[src/rtl/mem_port_arbiter.sv]
// Two-port round-robin arbiter and fixed-latency sequencer for one shared memory port.
// Port 0 is read-only fetch, port 1 is read/write data; one transaction in flight at a time.
module mem_port_arbiter #(
    parameter int unsigned WIDTH = 64,
    parameter int unsigned LAT   = 2
) (
    input  logic             clk,
    input  logic             reset,
    input  logic             req0,
    input  logic [WIDTH-1:0] addr0,
    input  logic             req1,
    input  logic             we1,
    input  logic [WIDTH-1:0] addr1,
    input  logic [WIDTH-1:0] wdata1,
    output logic             ack0,
    output logic             ack1,
    output logic [WIDTH-1:0] rdata,
    output logic             mux_sel,
    output logic             mem_en,
    output logic             mem_we,
    output logic [WIDTH-1:0] mem_addr,
    output logic [WIDTH-1:0] mem_wdata,
    input  logic [WIDTH-1:0] mem_rdata
);

    localparam int unsigned CntW = 4;
    localparam logic [CntW-1:0] CntInit = CntW'(LAT - 1);

    typedef enum logic [1:0] {StIdle, StBusy, StResp} state_e;

    state_e            state_q, state_d;
    logic [CntW-1:0]   cnt_q, cnt_d;
    logic              grant_q, grant_d;
    logic              we_q, we_d;
    logic [WIDTH-1:0]  addr_q, addr_d;
    logic [WIDTH-1:0]  wdata_q, wdata_d;
    logic [WIDTH-1:0]  rdata_q, rdata_d;
    logic              gnt;

    // grant_q doubles as last_grant: on a tie, serve the port that was not served last.
    assign gnt = req1 & (~req0 | ~grant_q);

    always_comb begin
        state_d = state_q;
        cnt_d   = cnt_q;
        grant_d = grant_q;
        we_d    = we_q;
        addr_d  = addr_q;
        wdata_d = wdata_q;
        rdata_d = rdata_q;
        unique case (state_q)
            StIdle: begin
                if (req0 || req1) begin
                    grant_d = gnt;
                    addr_d  = gnt ? addr1 : addr0;
                    wdata_d = gnt ? wdata1 : '0;
                    we_d    = we1 & gnt;
                    cnt_d   = CntInit;
                    state_d = StBusy;
                end
            end
            StBusy: begin
                if (cnt_q != '0) begin
                    cnt_d = cnt_q - 1'b1;
                end else begin
                    if (!we_q) begin
                        rdata_d = mem_rdata;
                    end
                    state_d = StResp;
                end
            end
            StResp: begin
                state_d = StIdle;
            end
            default: begin
                state_d = StIdle;
            end
        endcase
    end

    always_ff @(posedge clk or posedge reset) begin
        if (reset) begin
            state_q <= StIdle;
            cnt_q   <= '0;
            grant_q <= 1'b0;
            we_q    <= 1'b0;
            addr_q  <= '0;
            wdata_q <= '0;
            rdata_q <= '0;
        end else begin
            state_q <= state_d;
            cnt_q   <= cnt_d;
            grant_q <= grant_d;
            we_q    <= we_d;
            addr_q  <= addr_d;
            wdata_q <= wdata_d;
            rdata_q <= rdata_d;
        end
    end

    // Strobes decode registered state only, so they carry no combinational glitches.
    assign mem_en    = (state_q == StBusy);
    assign mem_we    = (state_q == StBusy) & we_q;
    assign ack0      = (state_q == StResp) & ~grant_q;
    assign ack1      = (state_q == StResp) & grant_q;
    assign mux_sel   = grant_q;
    assign mem_addr  = addr_q;
    assign mem_wdata = wdata_q;
    assign rdata     = rdata_q;

endmodule

[config.mk]
export PLATFORM = sky130hd
export DESIGN_NAME = mem_port_arbiter
export DESIGN_NICKNAME = d
export VERILOG_FILES = /design/src/rtl/mem_port_arbiter.sv
export SDC_FILE = /design/constraint.sdc
export NUM_CORES = 1
export LEC_CHECK = 0
export CAP_MARGIN = 40
export CORE_AREA = 2 2 180 182
export CTS_CLUSTER_SIZE = 10
export DETAILED_ROUTE_END_ITERATION = 6
export DIE_AREA = 0 0 182 184
export PLACE_DENSITY = 0.62
export SLEW_MARGIN = 20
export SYNTH_ARGS = -nofsm -noshare
export SYNTH_HDL_FRONTEND = slang
export SYNTH_SLANG_ARGS = --single-unit
[constraint.sdc]
create_clock -name clk -period 11 [get_ports clk]
set_input_delay 2.2 -clock clk [delete_from_list [all_inputs] [get_ports clk]]
set_output_delay 2.2 -clock clk [all_outputs]
set_load 0.005 [all_outputs]
==> reports/summary.txt <==
Hold path start - mem_wdata[50]$_DFFE_PP0P_
First-pass GRT wire length - 40,500 microns
Crit Path Category - flop to output pin
Ports - 458
Final #Nets - 1,306
Hold Buf Count CTS - 0
Placer congestion estimate - 0.727
Max VDD drop - 0.165 mV
Post-synth EDFFs - 0
Via count - 6,727
Seq/Total Area, Yosys - 61.3%
Async SR Flop Fraction - 100%
Compound-Gate Fraction of Synth Area - 16.7%
Rows - 65
Post-synth top flop - dfrtp_1
Gr usage total - 15.6%
Hold path depth - 1
Hold WS - 505 ps
Core footprint - 31,400 sq um
Initial core utilization - 26.0%
Post-synthesis mux area share - 16.7%
Setup bufs post-CTS - 0
Worst Skew - 13.6 ps
Worst-margin pin slew - 817 ps
Critical Path RT - 8800 ps
Fin. Hold Viols - 0
Crit path DAT - 2030 ps
Critical path's top delay family - buffers and inverters
Post-CTS Resized - 0
Setup TNS - 0 ps
Bufs on Longest Clock Path - 2
Synth Register Bits - 200
Reg clk slew, reported paths - 70 ps
Max-slew violations - 0
Max-cap violations - 0
Die Y - 184 microns
Post-Route Utilization - 44.0%
Largest family of logic cells by synthesized area - compound AO/OA/AOI/OAI gates
Vias/cell - 4.61
YS warnings - 0
P_leak - 0.00566 uW
Most common cell after layout, fill and taps aside - clkdlybuf4s50_1
Number of global-route vias before repair - 6,852
Unrepaired setup endpoints after global routing - no
Cells after Synth - 612
CP cell instances - nand2b_1, inv_1, and2_1, clkdlybuf4s50_1
Total power - 3550 uW
Area occupied by multi-input gates - 2900 sq um
Reg2reg end - rdata[1]$_DFFE_PP0P_
Critical path's slowest cell - clkdlybuf4s50_1
Syn Std Cell Area - 8160 sq um
Setup WS pre-CTS - 6430 ps
Net count after synthesis - 875
R2R setup slack - 8640 ps
Fraction of layout cells with a size suffix above 1 - 11.2%
Total CTS buffers - 17
H-tree depth - 4
Clock Sinks - 200
Critical path startpoint category - flop
Post-Synth Simple-Gate Area - 1.49%
Root buf cell - clkbuf_16
HP Class - flop to flop
Max FO, Critical Path - 7
Start point of the critical path - state_q[1]$_DFFE_PP0P_
Starting DRT DRC Count - 241
Avg WL per Cell - 18.3 microns
Final Cycle Share - 38.5%
# DRC - 0
Initial antenna violation count - 2
Min Tclk post-route - 4230 ps
Final setup fails - 0
Clk_lat worst skew - 440 ps
Drt pass-1 iters - 6
Detail Route Antenna Nets - 0
Hold Path Sink - mem_wdata[50]$_DFFE_PP0P_
Most frequent cells in the layout - 457 x clkdlybuf4s50_1, 200 x dfrtp_1, 65 x a22o_1, 65 x a31oi_1
Layout area overhead - 69.2%
Layout filler cell count - 2,927
Total wire length - 26,700 microns
Register Area - 5000 sq um
Mapped Avg Cell Area - 13.3 sq um
Max incr delay on CP - 520 ps
CP Buf/Inv Count - 2
CTS tree - yes
Final WS setup - 6770 ps
Gr ovfl total - 0
Worst reg2reg path startpoint - cnt_q[0]$_DFFE_PP0P_
Worst setup EP type - output pin
Pin count of the biggest net entering global routing - 97
Rel. slew slack - 45.5%
XOR/XNOR Fraction of Synth Area - 0%
Hpwl dp - 19,700 microns
Max Freq - 236 MHz
Distinct cells, synth - 32
DIE AREA - 33,500 sq um
Post-synthesis adder-cell area fraction - 0.307%
Number of port buffers - 457
DIE WIDTH - 182 microns
Cell Pwr Density - 257 nW/um^2
Status - finished clean
R2R depth - 7
[report_power, final]
group	switching, uW	internal, uW	total, uW
sequential	200	1080	1280
combinational	611	995	1610
clock	306	350	655
[per-stage QoR]
step | cells | area [sq um]
2_1_floorplan | 612 | 8160
3_3_place_gp | 1421 | 13100
3_5_place_dp | 1424 | 13100
4_1_cts | 1456 | 13700
5_1_grt | 1460 | 13800
6_report | 1460 | 13800
[worst max-delay path by stage]
stage                           endpoint  slack, ps  depth (start not counted)
2_1_floorplan       cnt_q[0]$_DFFE_PP0P_       3350                          1
3_3_place_gp   mem_wdata[41]$_DFFE_PP0P_       6030                          6
3_5_place_dp   mem_wdata[44]$_DFFE_PP0P_       6430                          6
4_1_cts                           mem_we       6730                          4
5_1_grt                           mem_we       6640                          4
6_report                          mem_we       6770                          4
[synth_stat cells, types with 2 or more instances]
library cell | number | area, sq um
buf_6 | 6 | 67.6
a31oi_1 | 65 | 407
buf_2 | 7 | 35.0
mux2i_1 | 64 | 641
nand2_1 | 3 | 11.3
nor3b_1 | 3 | 22.5
dfrtp_1 | 200 | 5000
clkbuf_1 | 39 | 146
a21oi_1 | 64 | 320
buf_1 | 6 | 22.5
inv_1 | 4 | 15.0
a31o_2 | 2 | 17.5
a22o_1 | 65 | 569
nor2_1 | 2 | 7.51
mux2_2 | 64 | 721
ha_1 | 2 | 25.0
[per-layer routing]
layer  global-route usage, %  up-vias  part of all wire [%]  wire length (microns)
met4                    4.23        0                   1.3                    347
met5                       0        -                     0                      0
met1                    18.7     3213                    41                  10900
met2                    26.9      311                    50                  13200
li1                        -     3187                     -                      -
met3                    5.11       16                   8.2                   2190
[state kept, by name (all words and copies together), names as in the netlist]
| signal | cells |
|---|---|
| mem_wdata | 64 |
| mem_addr | 64 |
| we_q | 1 |
| rdata | 64 |
| mux_sel | 1 |
| state_q | 2 |
| cnt_q | 4 |
[final cells by class]
type	count	share of cell area, %
Tap cell	402	3.64
Multi-Input combinational cell	350	21.0
Timing Repair Buffer	470	34.6
Clock inverter	13	1.18
Sequential cell	200	36.2
Clock buffer	19	3.21
Antenna cell	2	0.0362
Inverter	4	0.163
[cell families (layout without fill, tap and decap cells)]
family | count (synthesis) | after routing
AO/OA/AOI/OAI | 202 | 202
flip-flops | 200 | 200
multiplexers | 128 | 128
buffers and inverters | 62 | 506
AND/OR/NAND/NOR | 18 | 18
adder cells (fa/ha/maj) | 2 | 2
other | 0 | 2
Note: power is estimated with default switching activity, not from simulation.
